### src/rtl/ram_example_pkg.sv
// Shared definitions for the ram_example storage block: default widths and
// the 0-MSB address/data word types used by the RTL and the bench.
package ram_example_pkg;

    localparam int ADDR_W_DEF = 3;
    localparam int DATA_W_DEF = 4;

    // Bit 0 is the MSB in both types, matching the block's port ordering.
    typedef logic [0:ADDR_W_DEF-1] addr_t;
    typedef logic [0:DATA_W_DEF-1] data_t;

endpackage

### src/rtl/ram_example_array.sv
// Storage array for ram_example: one clocked write port with a synchronous
// clear, and an asynchronous read mux driven by the same address.
module ram_example_array
    import ram_example_pkg::*;
#(
    parameter int ADDR_W = ADDR_W_DEF,
    parameter int DATA_W = DATA_W_DEF,
    parameter int DEPTH  = 2 ** ADDR_W
) (
    input  logic              clk,
    input  logic              rst,
    input  logic              we,
    input  logic [0:ADDR_W-1] addr,
    input  logic [0:DATA_W-1] wdata,
    output logic [0:DATA_W-1] rdata
);

    logic [0:DATA_W-1] mem [0:DEPTH-1];

    // Clear every word on reset, otherwise store wdata when the top enables a write.
    always_ff @(posedge clk) begin
        if (rst) begin
            for (int i = 0; i < DEPTH; i++) begin
                mem[i] <= '0;
            end
        end else if (we) begin
            mem[addr] <= wdata;
        end
    end

    // Combinational read of the addressed word; the top registers it.
    always_comb begin
        rdata = mem[addr];
    end

endmodule

### src/rtl/ram_example.sv
// Single-port synchronous RAM with a memory enable. The top resolves the
// reset / enable / write / read priority and owns the registered data_out.
// There is no handshake: every cycle is an independent access, and
// back-to-back reads and writes to any address are always accepted.
module ram_example
    import ram_example_pkg::*;
#(
    parameter int ADDR_W = ADDR_W_DEF,
    parameter int DATA_W = DATA_W_DEF,
    parameter int DEPTH  = 2 ** ADDR_W
) (
    input  logic              clk,
    input  logic              rst,
    input  logic [0:ADDR_W-1] addr,
    input  logic              wr,
    input  logic              set_mem,
    input  logic [0:DATA_W-1] data_in,
    output logic [0:DATA_W-1] data_out
);

    logic              we;
    logic [0:DATA_W-1] rdata;

    // A write reaches the array only when enabled and not overridden by reset.
    always_comb begin
        we = !rst && set_mem && wr;
    end

    ram_example_array #(
        .ADDR_W (ADDR_W),
        .DATA_W (DATA_W),
        .DEPTH  (DEPTH)
    ) u_array (
        .clk   (clk),
        .rst   (rst),
        .we    (we),
        .addr  (addr),
        .wdata (data_in),
        .rdata (rdata)
    );

    // Output register: zero on reset or when disabled, write-through on writes,
    // otherwise the word read from the array before this edge's update.
    always_ff @(posedge clk) begin
        if (rst) begin
            data_out <= '0;
        end else if (!set_mem) begin
            data_out <= '0;
        end else if (wr) begin
            data_out <= data_in;
        end else begin
            data_out <= rdata;
        end
    end

endmodule

### config.mk
export PLATFORM = sky130hd
export DESIGN_NAME = ram_example
export DESIGN_NICKNAME = d
export VERILOG_FILES = /design/src/rtl/ram_example_pkg.sv /design/src/rtl/ram_example_array.sv /design/src/rtl/ram_example.sv
export SDC_FILE = /design/constraint.sdc
export NUM_CORES = 1
export LEC_CHECK = 0
export ABC_AREA = 1
export CORE_UTILIZATION = 30
export DETAILED_ROUTE_END_ITERATION = 10
export DONT_BUFFER_PORTS = 1
export GPL_TIMING_DRIVEN = 0
export SLEW_MARGIN = 20
export SYNTH_ARGS = -nofsm -noshare
export SYNTH_HDL_FRONTEND = slang
export SYNTH_SLANG_ARGS = --single-unit
### constraint.sdc
create_clock -name clk -period 1.7 [get_ports clk]
set_clock_uncertainty 0.2 [all_clocks]
set_input_delay 0.34 -clock clk [delete_from_list [all_inputs] [get_ports clk]]
set_output_delay 0.34 -clock clk [all_outputs]
set_load 0.01 [all_outputs]
# Word level (Yosys, flattened, before mapping)

Memories as Yosys holds them, arrays and structs flattened. A register that Yosys moved wholly into a read port is not among the register bits.
Cells that the tools add are included.

Register bits after elaboration: 0
Memory bits (writable): 32
Input port bits: 11
Output and inout bits: 4
Word-level logic and storage cells: 15
Memories: 1

Memories:

| memory      | depth | bits a word | rd ports | clocked after Yosys merged registers in | wr ports | RTL line                | text |
|---|---|---|---|---|---|---|---|
| u_array.mem | 8     | 4           | 1        | 1                                       | 8        | ram_example_array.sv:18 | `logic [0:DATA_W-1] mem [0:DEPTH-1];` |

Multiplexer cells: 8
Bitwise logic cells: 1
Reduce and logical (&&, ||, !) cells: 5

Operator list:

| operator          | count |
|---|---|
| $mux 1            | 6 |
| $mux 4            | 1 |
| $reduce_or 4->1   | 1 |
| $mux 3            | 1 |
| $logic_and 1x1->1 | 2 |
| $reduce_or 2->1   | 1 |
| $logic_not 1->1   | 1 |
| $not 1->1         | 1 |

# Depth between registers and ports, before layout

Gate-level depths: netlist of the first run.

Depth in word-level cells: 8
Gate-level depth with buffers: 8
Gate-level depth less buffers: 6

# Modules after synthesis

A second synthesis of the first run with hierarchy kept.

Cells, all modules: 195
Area total of the unflattened synthesis: 1,749.2 um^2

Modules (own cells, without submodules):

| module            | times used | cells each | area an instance (um^2) | seq. area each (um^2) |
|---|---|---|---|---|
| ram_example_array | 1          | 175        | 1,604.0                 | 960.9 |
| ram_example       | 1          | 20         | 145.1                   | 80.1 |

# Worst setup path before layout of the first run

No wires, ideal clock.

Path type: input to register
Start: input port set_mem
End: memory u_array.mem[0][0] (netlist name) (enable)
Library setup time: 0.307 ns
Data arrival time: 1.013 ns
Data required time: 1.193 ns
Slack: 0.179 ns
Stages: 6
Buffers on the path: 0
Cell sequence: inv_1 nor2_2 nand2_4 nor2_4 nand2_1 nand2_1

RTL lines:

| what               | RTL line                | text |
|---|---|---|
| start: declaration | ram_example.sv:16       | `input logic set_mem,` |
| end: declaration   | ram_example_array.sv:18 |  |

==> results of run 1 <==
## layout make-up
type | instances | area, um2 | share of cell area, %
multi-input combinational | 123 | 543 | 28.2
clock inverter | 1 | 5.00 | 0.260
clock buffer | 7 | 76.3 | 3.97
sequential | 36 | 1040 | 54.1
inverter | 36 | 138 | 7.16
buffer | 3 | 30.0 | 1.56
tap | 72 | 90.1 | 4.68
## cells in the mapped netlist, drive strengths merged
| master | count | area (um2) |
|---|---|---|
| nor2 | 52 | 226 |
| nand2 | 47 | 194 |
| inv | 36 | 138 |
| edfxtp | 32 | 961 |
| nand3 | 16 | 80.1 |
| o21ai | 7 | 35.0 |
| dfxtp | 4 | 80.1 |
| buf | 3 | 30.0 |
| o211ai | 1 | 7.51 |
## state kept, by name, summed over array words and instances (netlist names)
| register | count |
|---|---|
| data_out | 4 |
| u_array.mem | 32 |
## cell families (layout without fill, tap and decap cells)
| group | Yosys count | after routing | synth area share, % |
|---|---|---|---|
| flip-flops | 36 | 36 | 59.4 |
| AO/OA/AOI/OAI | 8 | 8 | 2.43 |
| buffers and inverters | 39 | 47 | 9.57 |
| AND/OR/NAND/NOR | 115 | 115 | 28.6 |
## path summary, 6_finish.rpt
| check | slack (ns) | end |
|---|---|---|
| max | 0.27 | u_array.mem[0][3] |
| min | 0.02 | data_out[3] |
| max reg2reg | 0.53 | data_out[3] |
| min reg2reg | 0.38 | data_out[3] |
## per-stage QoR
stage / TNS [ns] / setup WS (ns) / power [mW]
2_1_floorplan: 0 / 0.179 / 1.16
3_3_place_gp: -0.101 / -0.0251 / 1.20
3_5_place_dp: -0.304 / -0.0364 / 1.20
4_1_cts: 0 / 0.275 / 1.78
5_1_grt: 0 / 0.175 / 1.85
6_report: 0 / 0.274 / 1.77
## worst reg2reg max path: cells and delay by family, from the launching register on
kind,cells,cell delay (ns)
buffers and inverters,1,0.08
flip-flops,1,0.36
AND/OR/NAND/NOR,5,0.43
## power by group through the flow
stage / combinational, mW / sequential [mW] / clock (mW)
finish: 0.155 / 1.03 / 0.589
global placement: 0.155 / 1.04 / 0
global route: 0.176 / 1.03 / 0.638
floorplan: 0.117 / 1.04 / 0
CTS: 0.155 / 1.03 / 0.602
detailed placement: 0.155 / 1.05 / 0
## cells in the final DEF, fill, tap and decap left out
cell,n
buf_4,1
buf_6,2
clkbuf_1,2
clkbuf_8,5
clkinv_2,1
dfxtp_1,4
edfxtp_1,32
inv_1,35
inv_4,1
nand2_1,42
nand2_2,4
nand2_4,1
nand3_1,16
nor2_1,47
nor2_2,3
nor2_4,1
nor2_8,1
o211ai_1,1
o21ai_0,7
## layer usage
metal,share of wire [%],global-route usage [%],up-vias,routed length [um]
li1,-,-,629,-
met1,45,14.8,570,1600
met2,47,22.5,34,1710
met3,5.7,4.65,9,204
met4,2.3,5.74,0,81
met5,0,0,-,0
==> metrics.md, run 1 <==
| Metric | Value |
|---|---|
| Status | completed |
| Syn Nets | 209 |
| Clk_lat worst skew | 0.29 ns |
| Part of the Yosys area used for sequential elements | 59.4% |
| Pwr per Cell Area | 921 nW/um2 |
| Crit-path max FO | 6 |
| Routed len/inst | 12.9 um |
| Distinct cell type count after synthesis | 16 |
| Worst path max stage delay | 0.21 ns |
| Routed Antenna Nets | 0 |
| Crit path cell chain | inv_1 > nor2_2 > nand2_4 > nor2_4 > nand2_1 > nand2_1 |
| Logic gate share of total power | 8.8% |
| Critical path arrival | 1.22 ns |
| Initial antenna violation count | 0 |
| Fin crit share | 83.9% |
| Dpl cell area | 1840 um2 |
| Hold WC Path Type | input port to register |
| Sw power | 0.429 mW |
| Core Area | 5570 um2 |
| Final #Nets | 216 |
| Filler cells | 573 |
| Max_slew headroom | 66.7% |
| Crit. End Element | register |
| Post-route cell area | 1920 um2 |
| Area added between synthesis and finish | 9.79% |
| Actual slew at the worst max-slew pin | 0.498 ns |
| Internal | 1.34 mW |
| R2R depth | 6 |
| Vias | 1,242 |
| Min-Delay Path Depth | 2 |
| Post-CTS Setup Repair Bufs | 0 |
| Post_cts resized | 0 |
| Worst hold margin | 0.0207 ns |
| Clock root buffer | clkbuf_8 |
| Max Root-Sink Buffers | 2 |
| YS warnings | 0 |
| Critical path type | input port to register |
| CP Launch Point | set_mem |
| Final Hold Viols | 0 |
| Clock transition at the registers of the reported paths | 0.07 ns |
| Top delay family on crit path | simple AND/OR/NAND/NOR gates |
| Achievable Freq | 701 MHz |
| Dpl cells | 270 |
| Synth Cell Area | 1750 um2 |
| Vias in the first global route | 1,225 |
| CTS tree | done |
| Routability cong. | 0.753 |
| DP HPWL | 2.55 mm |
| Sw Share | 24.2% |
| Clk sink count | 36 |
| Clock buffer count from CTS | 5 |
| Die H | 78.4 um |
| Die area | 6150 um2 |
| Max Cap Viol | 0 |
| Final wirelength | 3.59 mm |
| Largest net degree at the start of global routing | 12 |
| Reg2reg start | u_array.mem[4][0] |
| Port Buf Inserts | 0 |
| Worst IR Drop VDD | 0.325 mV |
| Ratio of cells with drive above 1 in the final layout | 9.71% |
| DR iter-0 viols | 96 |
| Via density per instance | 4.47 |
| Initial Util | 31.4% |
| Ant diodes | 0 |
| Die W | 78.4 um |
| Clock share of power | 33.3% |
| Final Util | 34.5% |
| Leakage power | 0.877 nW |
| RSZ-0062 raised after global routing | false |
| Average size of a mapped cell | 8.85 um2 |
| Site Rows | 27 |
| CP dominant cell by count | nand2_1 |
| GRT Total Usage | 13.2% |
| Buf+Inv Stages, Crit Path | 1 |
| Layout Cells excl Fill | 278 |
| Drt first pass iters | 6 |
| Mapped Cells | 198 |
| Crit-path slowest cell | nand2_1 |
| CTS Hold Bufs | 0 |
| Required @ worst endpoint | 1.49 ns |
| Sequential share of power | 58.0% |
| Setup Viol. Count Final | 0 |
| CP Launch Type | input port |
| DRC viols | 0 |
| Final min period | 1.43 ns |
| Grt ovf | 0 |
| Worst Hold Launch | data_in[3] |
| Stages on the worst setup path | 6 |
| Slew Viols, Final | 0 |
| H-tree depth | 2 |
| #FFs+latches synth | 36 |
| IO Count | 15 |
| First-pass GRT wire length | 5.85 mm |
(Power assumes the default switching activity.)
==> run 2, diff against run 1 <==
==> constraint.sdc (replaced) <==
create_clock -name clk -period 1.2 [get_ports clk]
set_clock_uncertainty 0.2 [all_clocks]
set_input_delay 0.24 -clock clk [delete_from_list [all_inputs] [get_ports clk]]
set_output_delay 0.24 -clock clk [all_outputs]
set_load 0.01 [all_outputs]
==> run 2 against run 1 <==
Against the previous run: utilization is 2.6 points higher; via count up 1.9%; sequential share of layout area down 3.8 points; non-clock buffer count is 5 higher; critical path type unchanged; critical endpoint is now u_array.mem[4][1]; final area is 7.6% higher; global-route usage decreased by 0.075 points.
==> metrics.md, run 2 (synthesis gave the netlist of run 1 again) <==
| Metric | Value |
|---|---|
| Status | completed (unchanged) |
| Crit-path max FO | 10 (was 6) |
| Drt first pass iters | 4 (was 6) |
| Clk_lat worst skew | 0.29 ns (about the same) |
| Initial antenna violation count | 0 (unchanged) |
| Largest register FFs | 32 (unchanged) |
| Grt ovf | 0 (unchanged) |
| Initial Util | 31.4% (unchanged) |
| First-pass GRT wire length | 5.84 mm (was 5.85 mm) |
| Largest net degree at the start of global routing | 11 (was 12) |
| CTS tree | done (unchanged) |
| Via density per instance | 4.47 (about the same) |
| Critical path arrival | 1.00 ns (was 1.22 ns) |
| Leading cell types in the layout, fill and taps excluded | 46 x nor2_1, 34 x inv_1, 32 x edfxtp_1 (was 47 x nor2_1, 42 x nand2_1, 35 x inv_1) |
| Clk sink count | 36 (unchanged) |
| Max layer used | met4 (unchanged) |
| Actual slew at the worst max-slew pin | 0.722 ns (was 0.498 ns) |
| Layout Cells excl Fill | 283 (was 278) |
| Leakage power | 0.924 nW (was 0.877 nW) |
| Worst Hold Launch | wr (was data_in[3]) |
| Max Root-Sink Buffers | 2 (unchanged) |
| Achievable Freq | 834 MHz |
| Routed Antenna Nets | 0 (unchanged) |
| Final Hold Viols | 0 (unchanged) |
| Die area | 6150 um2 (unchanged) |
| Total power | 2.53 mW (was 1.77 mW) |
| Setup WS pre-CTS | -0.322 ns (was -0.0364 ns) |
| Slew Viols, Final | 0 (unchanged) |
| Post-route cell area | 2070 um2 (was 1920 um2) |
| Reg2reg end | data_out[0] (was data_out[3]) |
| Vias | 1,265 (was 1,242) |
| Dpl cells | 270 (unchanged) |
| Post-CTS Setup Repair Bufs | 0 (unchanged) |
| Biggest regs | u_array.mem: 32 flops, data_out: 4 flops (unchanged) |
| Routed len/inst | 12.7 um (was 12.9 um) |
| Min-Delay Path Depth | 4 (was 2) |
| Crit. End Element | register (unchanged) |
| Routability cong. | 0.785 (was 0.753) |
| Reg2reg start | u_array.mem[0][3] (was u_array.mem[4][0]) |
| DR WL met3 | 155 um (was 204 um) |
| Hold WC Path Type | input port to register (unchanged) |
| Area added between synthesis and finish | 18.1% (was 9.79%) |
| Die W | 78.4 um (unchanged) |
| WHS Endpoint | data_out[1] (was data_out[3]) |
| Commonest non-fill, non-tap cell in the layout | nor2_1 (unchanged) |
| Routed length on met1 | 1.66 mm (was 1.60 mm) |
| CP Launch Type | input port (unchanged) |
| Fin crit share | 99.9% |
| DR iter-0 viols | 81 (was 96) |
| Final wirelength | 3.60 mm (was 3.59 mm) |
| Clock buffer count from CTS | 5 (unchanged) |
| GRT Total Usage | 13.1% (was 13.2%) |
| Clock root buffer | clkbuf_8 (unchanged) |
| Ant diodes | 0 (unchanged) |
| Site Rows | 27 (unchanged) |
| Clock transition at the registers of the reported paths | 0.07 ns (about the same) |
| RSZ-0062 raised after global routing | true (was false) |
| Die H | 78.4 um (unchanged) |
| Vias in the first global route | 1,232 (was 1,225) |
| Critical path type | input port to register (unchanged) |
| R2R depth | 6 (unchanged) |
| Final min period | 1.20 ns |
| DRC viols | 0 (unchanged) |
| Met2 WL | 1.72 mm (was 1.71 mm) |
| DP HPWL | 2.55 mm (about the same) |
| Port Buf Inserts | 0 (unchanged) |
| H-tree depth | 2 (unchanged) |
| Pwr per Cell Area | 1220 nW/um2 (was 921 nW/um2) |
| Required @ worst endpoint | 1.00 ns (was 1.49 ns) |
| Worst IR Drop VDD | 0.400 mV (was 0.325 mV) |
| IO Count | 15 (unchanged) |
| Final worst slack | 0.00164 ns (was 0.274 ns) |
| Dpl cell area | 1880 um2 (was 1840 um2) |
| Max_slew headroom | 51.8% (was 66.7%) |
| Max Cap Viol | 0 (unchanged) |
| Top reg by flops | u_array.mem (unchanged) |
| Setup Viol. Count Final | 0 (unchanged) |
| Core Area | 5570 um2 (unchanged) |
| Final #Nets | 221 (was 216) |
| Ratio of cells with drive above 1 in the final layout | 17.5% (was 9.71%) |
| R2R setup slack | 0.06 ns (was 0.53 ns) |
==> run 2: cell types whose count changed in the layout (fill, tap and decap cells not counted), sizes merged <==
cell / before / now
dlygate4sd3: 0 / 4
dlymetal6s4s: 0 / 1
==> run 2: power breakdown <==
| group | internal (mW) | switching, mW |
|---|---|---|
| combinational | 0.0871 | 0.173 |
| clock | 0.404 | 0.414 |
| sequential | 1.43 | 0.0223 |
==> run 2: critical path, cell delays in order <==
cell,delay (ns)
buf_6,0.12
buf_4,0.18
nor2_4,0.20
nand2_2,0.14
nand2_4,0.11
==> run 2: what timing repair did <==
item,4_1_cts,5_1_grt
hold endpoints to repair,4,0
pin swaps,1,3
setup endpoints to repair,16,30
gates resized for setup,1,12
hold buffers,5,0
==> run 2: how the worst max path moves through the flow <==
stage / start / to / slack (ns) / cells past startpoint
global placement: set_mem / u_array.mem[0][0] / -0.31 / 6
finish: addr[2] / u_array.mem[4][1] / 0.002 / 5
CTS: addr[2] / u_array.mem[0][0] / 0.0004 / 5
detailed placement: set_mem / u_array.mem[0][3] / -0.32 / 6
floorplan: set_mem / u_array.mem[0][0] / -0.16 / 6
global route: addr[1] / u_array.mem[1][2] / -0.04 / 3
==> run 2: metrics by stage <==
stage | utilization, % | hold WS [ns] | setup TNS (ns)
floorplan | - | 0.207 | -4.77
global placement | 33.8 | 0.218 | -12.72
detailed placement | 33.8 | 0.222 | -13.64
CTS | 36.2 | 0.0448 | 0
global route | 37.1 | 0.0597 | -0.525
finish | 37.1 | 0.0415 | 0
==> run 2: final cells by class <==
type / count / area (um2)
inverters: 36 / 145
multi-input cells: 123 / 631
clock inverters: 1 / 3.75
repair buffers: 5 / 52.6
well taps: 72 / 90.1
flip-flops and latches: 36 / 1040
fillers: 573 / 3500
plain buffers: 3 / 30.0
clock buffers: 7 / 76.3
==> run 2: layer usage <==
metal / vias up / global-route usage [%]
li1: 642 / -
met2: 28 / 21.9
met3: 9 / 4.30
met5: - / 0
met1: 586 / 15.3
met4: 0 / 5.56
==> run 3, diff against run 2 <==
--- a/config.mk
+++ b/config.mk
@@ -13,4 +13,5 @@
 export SLEW_MARGIN = 20
 export SYNTH_ARGS = -nofsm -noshare
 export SYNTH_HDL_FRONTEND = slang
+export SYNTH_HIERARCHICAL = 1
 export SYNTH_SLANG_ARGS = --single-unit
==> run 3 against run 2 <==
Against the previous run: the flow now finishes with violations (negative setup slack); global-route usage grew 1.8 points; maximum frequency down 3.1%; critical path depth increased by 3; sequential power about the same; critical endpoint is now u_array/mem[2][1]; worst hold slack better by 0.10 ns.
==> metrics.md, run 3 <==
| Metric | Value |
|---|---|
| Status | finished, violations left (was completed) |
| Failing checks | negative setup slack |
| Final Util | 38.2% (was 37.1%) |
| Core Area | 5570 um2 (unchanged) |
| Routed Antenna Nets | 0 (unchanged) |
| DR iter-0 viols | 53 (was 81) |
| R2R depth | 6 (unchanged) |
| Reg2reg end | data_out[0] (unchanged) |
| Clock root buffer | clkbuf_8 (unchanged) |
| CTS tree | done (unchanged) |
| FF/Latch Area | 1040 um2 (unchanged) |
| WHS Endpoint | u_array/mem[4][2] (was data_out[1]) |
| Critical path type | input port to register (unchanged) |
| Grt ovf | 0 (unchanged) |
| Setup Viol. Count Final | 16 (was 0) |
| Mapped Cells | 195 (was 198) |
| Setup TNS | -0.425 ns (was 0 ns) |
| Number of flops mapped to enable cells by yosys | 32 (unchanged) |
| Final Hold Viols | 0 (unchanged) |
| Setup WS pre-CTS | -0.449 ns (was -0.322 ns) |
| Port Buf Inserts | 0 (unchanged) |
| Largest cells by area after synthesis | edfxtp_1 55%, nand2_1 17%, nor2_1 8.2% (was edfxtp_1 55%, nor2_1 10%, nand2_1 9.0%) |
| Filler cells | 563 (was 573) |
| Final min period | 1.24 ns (was 1.20 ns) |
| Synth Cell Area | 1750 um2 (about the same) |
| Post-synth ARST share | 0% (unchanged) |
| Syn Nets | 206 (was 209) |
| GRT Total Usage | 14.9% (was 13.1%) |
| Final #Nets | 221 (unchanged) |
| Min-Delay Path Depth | 2 (was 4) |
| Ant diodes | 0 (unchanged) |
| Max Cap Viol | 0 (unchanged) |
| RSZ-0062 raised after global routing | true (unchanged) |
| Leading cell types in the layout, fill and taps excluded | 68 x nand2_1, 36 x nor2_1, 32 x edfxtp_1 (was 46 x nor2_1, 34 x inv_1, 32 x edfxtp_1) |
| Crit-path max FO | 8 (was 10) |
| Vias in the first global route | 1,330 (was 1,232) |
| Via density per instance | 4.77 (was 4.47) |
| Pwr per Cell Area | 1220 nW/um2 (about the same) |
| Ratio of cells with drive above 1 in the final layout | 19.4% (was 17.5%) |
| Part of the Yosys area used for sequential elements | 59.5% (was 59.4%) |
| R2R setup slack | 0.01 ns (was 0.06 ns) |
| Leakage power | 0.878 nW (was 0.924 nW) |
| Primary FF master, synth | edfxtp_1 (unchanged) |
| Die H | 78.4 um (about the same) |
| Average size of a mapped cell | 8.97 um2 (was 8.85 um2) |
| Biggest regs | u_array/mem: 32 flops, data_out: 4 flops (was u_array.mem: 32 flops, data_out: 4 flops) |
| Achievable Freq | 809 MHz (was 834 MHz) |
| Initial Util | 31.4% (about the same) |
| Worst Hold Launch | data_in[1] (was wr) |
| Routed len/inst | 14.1 um (was 12.7 um) |
| Commonest non-fill, non-tap cell in the layout | nand2_1 (was nor2_1) |
| Most area-hungry cell type in the Yosys netlist | edfxtp_1 (unchanged) |
| Max_slew headroom | 58.0% (was 51.8%) |
| Worst IR Drop VDD | 0.460 mV (was 0.400 mV) |
| Site Rows | 27 (unchanged) |
| Initial antenna violation count | 0 (unchanged) |
| YS warnings | 6 (was 0) |
| Die area | 6140 um2 (was 6150 um2) |
| Most frequent cell after synthesis | nand2_1 (was nor2_1) |
| Actual slew at the worst max-slew pin | 0.629 ns (was 0.722 ns) |
| Top reg by flops | u_array/mem (was u_array.mem) |
| Final wirelength | 4.00 mm (was 3.60 mm) |
| Distinct cell type count after synthesis | 15 (was 16) |
| Final worst slack | -0.0368 ns (was 0.00164 ns) |
| Crit. End Element | register (unchanged) |
| Post-synth top area share | 54.9% (about the same) |
| H-tree depth | 2 (unchanged) |
| Reg2reg start | u_array/mem[2][3] (was u_array.mem[0][3]) |
| Largest net degree at the start of global routing | 11 (unchanged) |
| Die W | 78.4 um (about the same) |
| First-pass GRT wire length | 6.62 mm (was 5.84 mm) |
| Slew Viols, Final | 0 (unchanged) |
| Clock transition at the registers of the reported paths | 0.07 ns (about the same) |
| CP Launch Type | input port (unchanged) |
| Max Root-Sink Buffers | 2 (unchanged) |
| Clk_lat worst skew | 0.29 ns (about the same) |
| Clock buffer count from CTS | 5 (unchanged) |
| #FFs+latches synth | 36 (unchanged) |
| Vias | 1,351 (was 1,265) |
| Most common library cells after synthesis | 78 x nand2_1, 38 x nor2_1, 32 x edfxtp_1 (was 47 x nor2_1, 42 x nand2_1, 35 x inv_1) |
| Critical path arrival | 1.03 ns (was 1.00 ns) |
| Largest register FFs | 32 (unchanged) |
| Area added between synthesis and finish | 21.9% (was 18.1%) |
| Hold WC Path Type | input port to register (unchanged) |
| Multi-input logic area | 717 um2 (was 631 um2) |
| Clk sink count | 36 (unchanged) |
| IO Count | 15 (unchanged) |
| Routability cong. | 0.812 (was 0.785) |
| DRC viols | 0 (unchanged) |
| Required @ worst endpoint | 1.00 ns (about the same) |
| Drt first pass iters | 4 (unchanged) |
| Fin crit share | 103% (was 99.9%) |
| DP HPWL | 2.66 mm (was 2.55 mm) |
==> run 3: final cells by class <==
class                   count  area share [%]
multi-input cells         141            33.6
plain buffers               6            2.05
well taps                  72            4.23
inverters                  12            2.82
flip-flops and latches     36            48.8
clock buffers               8            4.23
repair buffers              8            4.23
==> run 3: timing repair <==
item,in CTS,in global routing
hold buffers,7,0
endpoints found under the hold margin,4,0
resized for setup,8,10
setup buffers,1,0
pin swaps,2,8
endpoints found under the setup margin,33,36
==> run 3: how the worst max path moves through the flow <==
stage | start | endpoint | slack (ns) | depth (start not counted)
final | rst | u_array/mem[2][1] | -0.04 | 8
after global routing | u_array/mem[2][0] | data_out[3] | -0.09 | 8
after CTS | rst | u_array/mem[3][2] | -0.01 | 8
after detailed placement | rst | u_array/mem[6][1] | -0.45 | 7
after global placement | rst | u_array/mem[6][0] | -0.42 | 7
after floorplan | rst | u_array/mem[5][0] | -0.24 | 7
==> run 3: per-stage QoR <==
step	cells	instance area [um2]	hold slack (ns)	power, mW
final	283	2130	0.145	2.61
after global routing	283	2130	0.132	2.73
after CTS	283	2090	0.136	2.62
after detailed placement	267	1870	0.186	1.72
after global placement	267	1870	0.183	1.71
after floorplan	195	1780	0.177	1.65
==> run 3: critical path, cell delays in order <==
cell and delay (ns):
inv_12 0.03, nand2_4 0.03, nor2_1 0.08, inv_1 0.07, nor2_4 0.13, buf_12 0.15
nand4_2 0.15, nand2_2 0.15
==> run 3: report_power, final <==
group | switching, mW | internal (mW)
combinational | 0.190 | 0.0949
sequential | 0.0238 | 1.43
clock | 0.406 | 0.468
==> run 3: layer usage <==
layer  GRT usage (%)  vias to the layer above  wire (um)
li1                -                      670          -
met2            23.2                       25       1940
met1            18.3                      641       1800
met4            6.85                        0        100
met5               0                        -          0
met3            5.47                       15        166
==> run 3: kinds of logic (layout without fill, tap and decap cells) <==
logic type | after synthesis | count (layout) | synth area share (%)
buffers and inverters | 18 | 34 | 5.22
AND/OR/NAND/NOR | 137 | 137 | 34.1
AO/OA/AOI/OAI | 4 | 4 | 1.14
flip-flops | 36 | 36 | 59.5
